**src/rtl/frog_pkg.sv**
```systemverilog
// Shared definitions for the frog move encoder: direction indices, move FSM states,
// and small one-hot helpers.
package frog_pkg;

  localparam int unsigned DIR_L = 3;
  localparam int unsigned DIR_U = 2;
  localparam int unsigned DIR_D = 1;
  localparam int unsigned DIR_R = 0;

  typedef enum logic [1:0] {
    IDLE,
    HOLD,
    BLOCK
  } move_state_e;

  function automatic logic is_one_hot(input logic [3:0] v);
    return (v != 4'd0) && ((v & (v - 4'd1)) == 4'd0);
  endfunction

  function automatic logic [1:0] dir_of(input logic [3:0] v);
    logic [1:0] dir;
    unique case (v)
      4'b1000: dir = 2'(DIR_L);
      4'b0100: dir = 2'(DIR_U);
      4'b0010: dir = 2'(DIR_D);
      default: dir = 2'(DIR_R);
    endcase
    return dir;
  endfunction

endpackage

```
**src/rtl/key_debounce.sv**
```systemverilog
// One push-button: 2-flop synchronizer plus a stability counter that accepts a level
// change only after DEBOUNCE_CYCLES consecutive disagreeing samples.
module key_debounce #(
  parameter int unsigned DEBOUNCE_CYCLES = 16
) (
  input  logic clk_i,
  input  logic rst_ni,
  input  logic key_raw_i,
  output logic held_o
);

  localparam int unsigned CntW = (DEBOUNCE_CYCLES > 1) ? $clog2(DEBOUNCE_CYCLES) : 1;

  logic            sync1_q, sync2_q;
  logic            level_q, level_d;
  logic [CntW-1:0] cnt_q, cnt_d;

  always_comb begin
    level_d = level_q;
    cnt_d   = '0;
    if (sync2_q != level_q) begin
      if (cnt_q == CntW'(DEBOUNCE_CYCLES - 1)) begin
        level_d = sync2_q;
      end else begin
        cnt_d = cnt_q + CntW'(1);
      end
    end
  end

  // Reset to the released level so a key held through reset is seen as a fresh press.
  always_ff @(posedge clk_i or negedge rst_ni) begin
    if (!rst_ni) begin
      sync1_q <= 1'b1;
      sync2_q <= 1'b1;
      level_q <= 1'b1;
      cnt_q   <= '0;
    end else begin
      sync1_q <= key_raw_i;
      sync2_q <= sync1_q;
      level_q <= level_d;
      cnt_q   <= cnt_d;
    end
  end

  assign held_o = ~level_q;

endmodule

```
**src/rtl/frog_move_encoder.sv**
```systemverilog
// Turns four raw active-low buttons into registered, mutually exclusive one-cycle
// move pulses L/U/D/R, rejecting multi-key presses with a conflict pulse.
module frog_move_encoder
  import frog_pkg::*;
#(
  parameter int unsigned DEBOUNCE_CYCLES = 16,
  parameter int unsigned HOLD_REPEAT     = 0,
  parameter int unsigned REPEAT_CYCLES   = 32
) (
  input  logic       clk,
  input  logic       reset,
  input  logic       resetRound,
  input  logic [3:0] keyRaw,
  output logic       L,
  output logic       U,
  output logic       D,
  output logic       R,
  output logic       conflict
);

  localparam int unsigned RepW = (REPEAT_CYCLES > 1) ? $clog2(REPEAT_CYCLES) : 1;

  logic [3:0]      held;
  move_state_e     state_q, state_d;
  logic [1:0]      dir_q, dir_d;
  logic [RepW-1:0] rep_q, rep_d;
  logic [3:0]      move_q, move_d;
  logic            conflict_q, conflict_d;
  logic [3:0]      dir_onehot;

  for (genvar i = 0; i < 4; i++) begin : g_key
    key_debounce #(
      .DEBOUNCE_CYCLES(DEBOUNCE_CYCLES)
    ) u_key_debounce (
      .clk_i    (clk),
      .rst_ni   (reset),
      .key_raw_i(keyRaw[i]),
      .held_o   (held[i])
    );
  end

  assign dir_onehot = 4'd1 << dir_q;

  always_comb begin
    state_d    = state_q;
    dir_d      = dir_q;
    rep_d      = rep_q;
    move_d     = 4'd0;
    conflict_d = 1'b0;
    if (resetRound) begin
      // Round restart parks in BLOCK so a key held across it must be released first.
      state_d = BLOCK;
    end else begin
      unique case (state_q)
        IDLE: begin
          if (held != 4'd0) begin
            if (is_one_hot(held)) begin
              dir_d   = dir_of(held);
              move_d  = held;
              rep_d   = '0;
              state_d = HOLD;
            end else begin
              conflict_d = 1'b1;
              state_d    = BLOCK;
            end
          end
        end
        HOLD: begin
          if (held == 4'd0) begin
            state_d = IDLE;
          end else if (held != dir_onehot) begin
            conflict_d = 1'b1;
            state_d    = BLOCK;
          end else if (HOLD_REPEAT != 0) begin
            if (rep_q == RepW'(REPEAT_CYCLES - 1)) begin
              rep_d  = '0;
              move_d = dir_onehot;
            end else begin
              rep_d = rep_q + RepW'(1);
            end
          end
        end
        BLOCK: begin
          if (held == 4'd0) begin
            state_d = IDLE;
          end
        end
        default: state_d = IDLE;
      endcase
    end
  end

  always_ff @(posedge clk or negedge reset) begin
    if (!reset) begin
      state_q    <= IDLE;
      dir_q      <= 2'd0;
      rep_q      <= '0;
      move_q     <= 4'd0;
      conflict_q <= 1'b0;
    end else begin
      state_q    <= state_d;
      dir_q      <= dir_d;
      rep_q      <= rep_d;
      move_q     <= move_d;
      conflict_q <= conflict_d;
    end
  end

  assign L        = move_q[DIR_L];
  assign U        = move_q[DIR_U];
  assign D        = move_q[DIR_D];
  assign R        = move_q[DIR_R];
  assign conflict = conflict_q;

endmodule

```
**config.mk**
```make
export PLATFORM = sky130hd
export DESIGN_NAME = frog_move_encoder
export DESIGN_NICKNAME = d
export VERILOG_FILES = /design/src/rtl/frog_pkg.sv /design/src/rtl/key_debounce.sv /design/src/rtl/frog_move_encoder.sv
export SDC_FILE = /design/constraint.sdc
export NUM_CORES = 1
export LEC_CHECK = 0
export CAP_MARGIN = 40
export CELL_PAD_IN_SITES_DETAIL_PLACEMENT = 1
export CELL_PAD_IN_SITES_GLOBAL_PLACEMENT = 1
export CORE_ASPECT_RATIO = 1.2
export CORE_MARGIN = 2
export CORE_UTILIZATION = 40
export DETAILED_ROUTE_END_ITERATION = 6
export GPL_ROUTABILITY_DRIVEN = 0
export PLACE_DENSITY = 0.79
export SYNTH_ARGS = -nofsm -noshare
export SYNTH_HDL_FRONTEND = slang
export SYNTH_SLANG_ARGS = --single-unit
```
**constraint.sdc**
```tcl
create_clock -name clk -period 2.23 [get_ports clk]
set_input_delay 0.446 -clock clk [delete_from_list [all_inputs] [get_ports clk]]
set_output_delay 0.446 -clock clk [all_outputs]
set_load 0.03 [all_outputs]
```
**Yosys cells after proc, flatten, opt, wreduce, memory -nomap -nowiden**

Cells that the tools add are included.

- Muxes and demuxes: 26
- Order comparisons: 0
- Equal/unequal tests: 17
- Multipliers: 0
- Bitwise logic cells: 6
- Shift operators: 1
- Reductions and logical operators: 11
- Divide/modulo/power cells: 0
- Add/sub/neg operators: 5

Operator list:

| operator | number |
|---|---|
| $mux 4 | 12 |
| $eq 4x4->1 const B | 5 |
| $add 4x1->4 const B | 4 |
| $mux 2 | 6 |
| $pmux 2 s3 | 2 |
| $logic_not 4->1 | 2 |
| $reduce_and 2->1 | 4 |
| $ne 3x3->1 const B | 2 |
| $mux 1 | 5 |
| $not 1->1 | 5 |
| $and 4x4->4 | 1 |
| $eq 4x2->1 const B | 1 |
| $eq 4x3->1 const B | 1 |
| $ne 1x1->1 | 4 |
| $ne 4x4->1 | 1 |
| $ne 4x4->1 const B | 1 |
| $reduce_and 4->1 | 1 |
| $reduce_bool 4->1 | 1 |
| $shl 1x2->4 const A | 1 |
| $sub 4x1->4 const B | 1 |
| $reduce_and 3->1 | 1 |
| $eq 2x1->1 const B | 1 |
| $eq 2x2->1 const B | 1 |
| $logic_not 2->1 | 1 |
| 2 further kinds | 2 |

- Memories: 0
- Bits of input ports: 7
- ROM bits: 0
- Word-level logic and storage cells: 86
- Flip-flop bits (word level): 37
- Memory bits (writable): 0
- Output and inout bits: 5
- Bits in latches: 0

**Logic depth before layout (Yosys ltp)**

Gate-level depths: netlist of the first run.

- Word-level depth: 9
- Mapped depth: 6
- Mapped depth without buffers: 4

**Modules after synthesis**

From an unflattened synthesis of the first run, not the netlist that was laid out.

- Cell total of the unflattened synthesis: 139
- Area total of the unflattened synthesis: 1636.6 µm²

Modules (own cells, without submodules):

| module | cells each | sequential area each (µm²) | area each (µm²) | instances |
|---|---|---|---|---|
| key_debounce | 19 | 178.9 | 272.8 | 4 |
| frog_move_encoder | 63 | 225.2 | 545.5 | 1 |

**Worst setup path after synthesis of the first run**

No wires, ideal clock.

- Path type: register to register
- Start: reg g_key[1].u_key_debounce.level_q
- End: reg state_q[1]
- Data arrival time: 1.308 ns
- Path slack: 0.804 ns
- Path buffers: 0
- Clock period less this slack: 1.426 ns
- Required time: 2.112 ns
- Setup time: 0.118 ns
- Cell stages (with the launch flop): 5
- Cells stage by stage: dfstp_2 or3b_1 a211oi_2 nor2_1 a21o_1

- Longest elaborated chain between the ends: 9
- Elaborated cells between the ends (all ways): 17
- Those cells by class: 1 x add/sub; 4 x eq/ne; 5 x mux; 2 x bitwise; 5 x reduce/logical

Ends and longest elaborated chain:

| element | line | RTL |
|---|---|---|
| start: declaration | key_debounce.sv:15 | `logic level_q, level_d;` |
| start signal: assignment | key_debounce.sv:40 | `level_q <= level_d;` |
| $not 1->1 (*) | key_debounce.sv:45 | `assign held_o = ~level_q;` |
| $sub 4x1->4 | frog_pkg.sv:17 | `return (v != 4'd0) && ((v & (v - 4'd1)) == 4'd0);` |
| $and 4x4->4 | frog_pkg.sv:17 |  |
| $logic_not 4->1 | frog_pkg.sv:17 |  |
| $logic_and 1x1->1 | frog_pkg.sv:17 |  |
| $mux 2 | frog_move_encoder.sv:57 | `if (is_one_hot(held)) begin` |
| $mux 2 | frog_move_encoder.sv:56 | `if (held != 4'd0) begin` |
| $pmux 2 s3 | frog_move_encoder.sv:54 | `unique case (state_q)` |
| $mux 2 | frog_move_encoder.sv:50 | `if (resetRound) begin` |
| end signal: assignment | frog_move_encoder.sv:101 | `state_q <= state_d;` |
| end: declaration | frog_move_encoder.sv:24 | `move_state_e state_q, state_d;` |

Mark *: on every way between the ends. The rest lies on a longest branch, timed or not. The select of a mux whose other input is x is not followed.
A chain may end at the register's enable or synchronous reset.

**Final worst setup path of the first run**

- Start: reg move_q[1]
- End: out D

RTL lines:

| element | line | RTL |
|---|---|---|
| start: declaration | frog_move_encoder.sv:27 | `logic [3:0] move_q, move_d;` |
| start signal: assignment | frog_move_encoder.sv:104 | `move_q <= move_d;` |
| end: declaration | frog_move_encoder.sv:16 | `output logic D,` |

No word-level cell between the ends.

==> summary.txt, run 1 <==
Run status
  • Status: finished clean

Drt
  • Pre-antenna DRT Iters: 4
  • Routed WL: 3060 um
  • DR vias: 1128
  • Drt wl/cell: 14.6 um
  • Number of DRC markers in iteration 0: 40
  • Final ANT Viol Nets: 0
  • Remaining routing DRC violations: 0
  • Detail-routed via count per cell: 5.40

Critical path
  • Critical path fanouts, max: 1
  • Slowest stage cell, crit path: clkdlybuf4s50_1
  • CP Launch Point: move_q[1]
  • RR Endpoint: state_q[1]
  • WP data arrival: 1300 ps
  • Reg2reg start: g_key[3].u_key_debounce.level_q
  • Slowest stage delay, CP: 670 ps
  • Worst Reg-to-Reg Cells: 4
  • Delay-heaviest family, CP: buffers and inverters
  • Type of the worst setup path: flip-flop to primary output
  • Setup slack, reg-to-reg: 510 ps
  • Startpoint types: flip-flop
  • Cell Chain, Critical Path: clkdlybuf4s50_1
  • Worst path bufs/invs: 1
  • Crit path required time: 1780 ps
  • CP Capture Type: primary output

STA
  • Hold slack final: 348 ps
  • Min Tclk post-route: 1740 ps
  • F_max: 0.573 GHz
  • Setup violations, final: 0
  • Worst-margin pin slew: 459 ps
  • Fin. max-slew vios: 0
  • Tcrit/Tclk final: 78.2%
  • Setup TNS after final layout: 0 ps
  • Final Hold Fails: 0
  • RSZ-0062 raised after global routing: no
  • Clk_skew: 7.19 ps
  • Max transition margin: 69.4%

Floorplanning
  • Rows: 25
  • Top Ports: 12
  • Die Ht: 73.7 um
  • Die area: 4570 sq um
  • Core ar.: 3910 sq um
  • Initial Util: 41.4%
  • Chip width: 62.1 um

Global route
  • Overall Global Routing Usage: 16.2%
  • Pin count of the biggest net entering global routing: 38
  • Vias in the first global route: 1142
  • GR Overflow Total: 0
  • Antenna violations before repair: 0
  • First-pass GRT wire length: 5340 um

Finish
  • Most common cell after layout, fill and taps aside: dfrtp_1
  • Finished Layout Cells: 209
  • P&R area growth vs syn: 15.1%
  • Fin nets: 165
  • Number of fill cells in the layout: 433
  • N_diodes: 0
  • Reg area: 941 sq um
  • Commonest cells after routing, fill and taps aside: 25 x dfrtp_1, 12 x dfstp_2, 11 x clkdlybuf4s50_1
  • Multi-input logic area: 632 sq um
  • Share of cells above drive strength 1: 18.1%

Yosys
  • Avg Inst Size Synth: 11.6 sq um
  • Synth async-reset ratio: 100%
  • Register area share after synthesis: 58.1%
  • Syn Inst Count: 139
  • Syn nets: 150
  • FF+latch count, synth: 37
  • Ys flop type: dfrtp_1
  • EDFF count, synth: 0
  • Library cells used by synthesis: 31
  • YS warnings: 0
  • Synth Cell Area: 1620 sq um

Power and ir drop
  • Worst IR Drop VDD: 0.343 mV
  • Pwr Total: 1.23 mW
  • Power Density: 660 nW/um^2
  • Lkg Pwr: 0.740 nW

CTS
  • Clock tree sinks: 37
  • Clk slew on worst S/H paths: 70 ps
  • Clk buf depth: 2
  • Clock buffer count from CTS: 5
  • CTS tree: done
  • CTS resizes: 0
  • Cts hold-fix bufs: 0
  • Worst-Skew Late Latency: 290 ps
  • Post-CTS setup buffers: 0
  • Root buf cell: clkbuf_8
  • Htree depth: 2

Worst hold path
  • Hold path depth: 0
  • Hold Path Class: flip-flop to flip-flop
  • Min-delay src: g_key[3].u_key_debounce.sync1_q
  • Min-Delay Endpoint: g_key[3].u_key_debounce.sync2_q

Run
  • Max Cap Viol: 0

Placement
  • Dpl cells: 201
  • Port bufs: 11
  • DP Wirelength: 2190 um
==> area by class of cell <==
type / count / share of cell area [%]
Clock buffer: 6 / 3.90
Clock inverter: 2 / 0.537
Inverter: 4 / 0.806
Multi-Input combinational cell: 93 / 33.9
Sequential cell: 37 / 50.5
Tap cell: 54 / 3.63
Timing Repair Buffer: 13 / 6.72
==> power breakdown <==
group	internal [mW]	leakage, nW	total, mW	switching, mW
clock network	0.216	0.0450	0.437	0.221
registers	0.703	0.459	0.725	0.0227
logic	0.0341	0.236	0.0682	0.0341
total	0.953	0.740	1.23	0.277
==> how the worst max path moves through the flow <==
stage	slack, ps	cells past startpoint	end
after floorplan	800	4	state_q[1]
after global placement	470	5	dir_q[0]
after detailed placement	320	5	dir_q[0]
after CTS	470	1	D
after global routing	400	4	state_q[1]
final	490	1	D
==> metal layers <==
layer / up-vias / GRT usage [%] / wire, um
met5: - / 0 / 0
met3: 5 / 6.16 / 127
met2: 18 / 24.3 / 1550
met4: 0 / 6.38 / 48
li1: 530 / - / -
met1: 575 / 21.0 / 1330
==> stage by stage <==
stage / util [%] / setup WS (ps) / instance area, sq um
after global placement: 45.5 / 469 / 1780
final: 47.6 / 485 / 1860
after global routing: 47.6 / 400 / 1860
after detailed placement: 45.5 / 324 / 1780
after CTS: 47.6 / 472 / 1860
after floorplan: - / 804 / 1620
==> cells in the mapped netlist (4+ instances only) <==
library cell,number,area (sq um)
dfrtp_1,25,626
dfstp_2,12,315
a21oi_1,9,45.0
nand3_1,8,40.0
xnor2_1,8,70.1
nor2_1,7,26.3
nand2_1,6,22.5
nor2b_1,5,31.3
nor3_1,5,25.0
a311oi_1,4,35.0
a31oi_1,4,25.0
buf_2,4,20.0
ha_1,4,50.1
inv_1,4,15.0
mux2_2,4,45.0
o21ai_0,4,20.0
==> logic make-up (layout without fill, tap and decap cells) <==
kind of cell    count (synthesis)  in the layout  synth area share [%]
compound gates                 29             29                  11.5
xor+xnor                        9              9                  4.87
fa+ha+maj                       5              5                  3.71
buf+inv                         9             25                  2.86
simple gates                   46             46                  16.2
mux                             4              4                  2.78
flops                          37             37                  58.1
==> flip-flops by register name, summed over array words and instances, names as in the netlist <==
signal	count
state_q	2
dir_q	2
g_key.u_key_debounce.sync2_q	4
conflict	1
g_key.u_key_debounce.level_q	4
g_key.u_key_debounce.sync1_q	4
move_q	4
g_key.u_key_debounce.cnt_q	16
No activity file was read; power rests on OpenSTA's default activity.
==> run 2, diff against run 1 <==
==> constraint.sdc (replaced) <==
create_clock -name clk -period 1.67 [get_ports clk]
set_input_delay 0.334 -clock clk [delete_from_list [all_inputs] [get_ports clk]]
set_output_delay 0.334 -clock clk [all_outputs]
set_load 0.03 [all_outputs]
==> summary.txt, run 2 (synthesis gave the netlist of run 1 again) <==
Finish
  • Commonest cells after routing, fill and taps aside: 25 x dfrtp_1, 12 x dfstp_2, 9 x a21oi_1, 9 x clkdlybuf4s50_1
  • Most common cell after layout, fill and taps aside: dfrtp_1
  • Max reg flops: 16 (unchanged)
  • Largest reg by FF count: g_key.u_key_debounce.cnt_q
  • Final Instance Area: 1910 sq um (+2.8%)
  • Share of cells above drive strength 1: 19.5% (+1.4 points)
  • N_diodes: 0 (unchanged)
  • Number of fill cells in the layout: 425 (-1.8%)
  • P&R area growth vs syn: 18.2%
  • Fin nets: 169 (+2.4%)

STA
  • Tcrit/Tclk final: 95.8%
  • Clk_skew: 4.51 ps (-2.68 ps)
  • Fin. max-slew vios: 0 (unchanged)
  • Worst-margin pin slew: 358 ps (-101 ps)
  • Min Tclk post-route: 1600 ps
  • F_max: 0.625 GHz
  • Setup violations, final: 0 (unchanged)
  • Final Hold Fails: 0 (unchanged)
  • RSZ-0062 raised after global routing: no
  • Max transition margin: 76.0% (+6.5 points)

CTS
  • Clk slew on worst S/H paths: 70 ps (about the same)
  • CTS tree: done
  • Worst-Skew Late Latency: 280 ps (about the same)
  • Clk buf depth: 2 (unchanged)
  • Cts hold-fix bufs: 0 (unchanged)
  • Root buf cell: clkbuf_8
  • Post-CTS setup buffers: 0 (unchanged)
  • Clock buffer count from CTS: 5 (unchanged)
  • Htree depth: 2 (unchanged)
  • Clock tree sinks: 37 (unchanged)

Drt
  • Remaining routing DRC violations: 0 (unchanged)
  • Detail-routed via count per cell: 5.30 (-1.8%)
  • Number of DRC markers in iteration 0: 36 (-10%)
  • Drt wl/cell: 14.9 um (+2.2%)
  • DR vias: 1129 (+0.089%)
  • Pre-antenna DRT Iters: 4 (unchanged)
  • Routed WL: 3180 um (+4.1%)
  • Final ANT Viol Nets: 0 (unchanged)

Floorplanning
  • Die area: 4570 sq um (unchanged)
  • Initial Util: 41.4% (unchanged)
  • Rows: 25 (unchanged)
  • Chip width: 62.1 um (unchanged)
  • Core ar.: 3910 sq um (unchanged)
  • Die Ht: 73.7 um (unchanged)
  • Top Ports: 12 (unchanged)

Critical path
  • Crit path required time: 1340 ps (-440 ps)
  • Reg2reg start: g_key[3].u_key_debounce.level_q
  • Type of the worst setup path: flip-flop to primary output
  • Cell Chain, Critical Path: clkdlybuf4s50_1
  • Slowest stage cell, crit path: clkdlybuf4s50_1
  • Setup slack, reg-to-reg: 150 ps (-360 ps)
  • CP Capture Type: primary output
  • Slowest stage delay, CP: 660 ps (about the same)
  • Delay-heaviest family, CP: buffers and inverters
  • Startpoint types: flip-flop
  • WP data arrival: 1270 ps (-30 ps)
  • RR Endpoint: state_q[1]
  • Worst path bufs/invs: 1 (unchanged)
  • Critical path fanouts, max: 1 (unchanged)
  • Worst Reg-to-Reg Cells: 5 (+1)

Global route
  • Overall Global Routing Usage: 16.6% (+0.33 points)
  • Antenna violations before repair: 0 (unchanged)
  • First-pass GRT wire length: 5460 um (+2.3%)
  • GR Overflow Total: 0 (unchanged)
  • Pin count of the biggest net entering global routing: 38 (unchanged)
  • Vias in the first global route: 1214 (+6.3%)

Run
  • Max Cap Viol: 0 (unchanged)

Worst hold path
  • Hold Path Class: flip-flop to flip-flop
  • Min-delay src: g_key[1].u_key_debounce.sync1_q
  • Hold path depth: 0 (unchanged)
  • Min-Delay Endpoint: g_key[1].u_key_debounce.sync2_q

Power and ir drop
  • Worst IR Drop VDD: 0.543 mV (+58%)
  • Lkg Pwr: 0.789 nW (+6.7%)
  • Pwr Total: 1.69 mW (+37%)
  • Power Density: 883 nW/um^2 (+34%)

Placement
  • Placed inst area: 1820 sq um (+2.4%)
  • Port bufs: 11 (unchanged)
  • DP Wirelength: 2340 um (+6.5%)

Run status
  • Status: finished clean
==> run 2: cell types whose count changed in the layout (fill, tap and decap cells not counted), sizes merged <==
cell           previous run  this run
clkbuf                    6         8
clkdlybuf4s50            11         9
dlymetal6s2s              0         1
dlygate4sd2               0         1
clkinv                    2         0
buf                       2         6
==> run 2: worst max path at each step <==
stage                      end  depth (start not counted)  slack [ps]                             from
CTS                          R                          1          30                        move_q[0]
floorplan           state_q[1]                          4         240  g_key[1].u_key_debounce.level_q
global placement      dir_q[1]                          5          20                       resetRound
detailed placement    dir_q[1]                          5         -70                       resetRound
global route                 L                          1          20                        move_q[3]
finish                       L                          1          70                        move_q[3]
==> run 2: layout make-up <==
class / count / area (sq um) / share of cell area (%)
clock buffers: 8 / 90.1 / 4.71
inverters: 4 / 15.0 / 0.784
multi-input cells: 93 / 632 / 33.0
flip-flops and latches: 37 / 941 / 49.2
well taps: 54 / 67.6 / 3.53
repair buffers: 17 / 169 / 8.82
==> run 2: routing by layer <==
layer / track usage [%] / part of all wire [%] / vias to the layer above
li1: - / - / 543
met1: 18.6 / 40 / 567
met2: 29.4 / 55 / 14
met3: 4.75 / 2.9 / 5
met4: 4.96 / 1.4 / 0
met5: 0 / 0 / -
==> run 2: per-stage QoR <==
step	setup WS, ps	hold WS [ps]	setup TNS [ps]	std cells	utilization, %
2_1_floorplan	244	38.4	0	139	-
3_3_place_gp	18.6	345	0	205	46.6
3_5_place_dp	-66.4	348	-132	205	46.6
4_1_cts	31.5	356	0	213	48.9
5_1_grt	16.0	361	0	213	49.0
6_report	69.6	354	0	213	49.0
==> run 2: what timing repair did <==
item,4_1_cts,5_1_grt
gates resized for setup,1,1
setup endpoints to repair,1,1
hold endpoints to repair,0,0
==> run 2: report_power, final <==
| group | total [mW] | switching [mW] | internal (mW) |
|---|---|---|---|
| logic | 0.0965 | 0.0473 | 0.0492 |
| registers | 0.968 | 0.0296 | 0.938 |
| clock network | 0.626 | 0.290 | 0.336 |
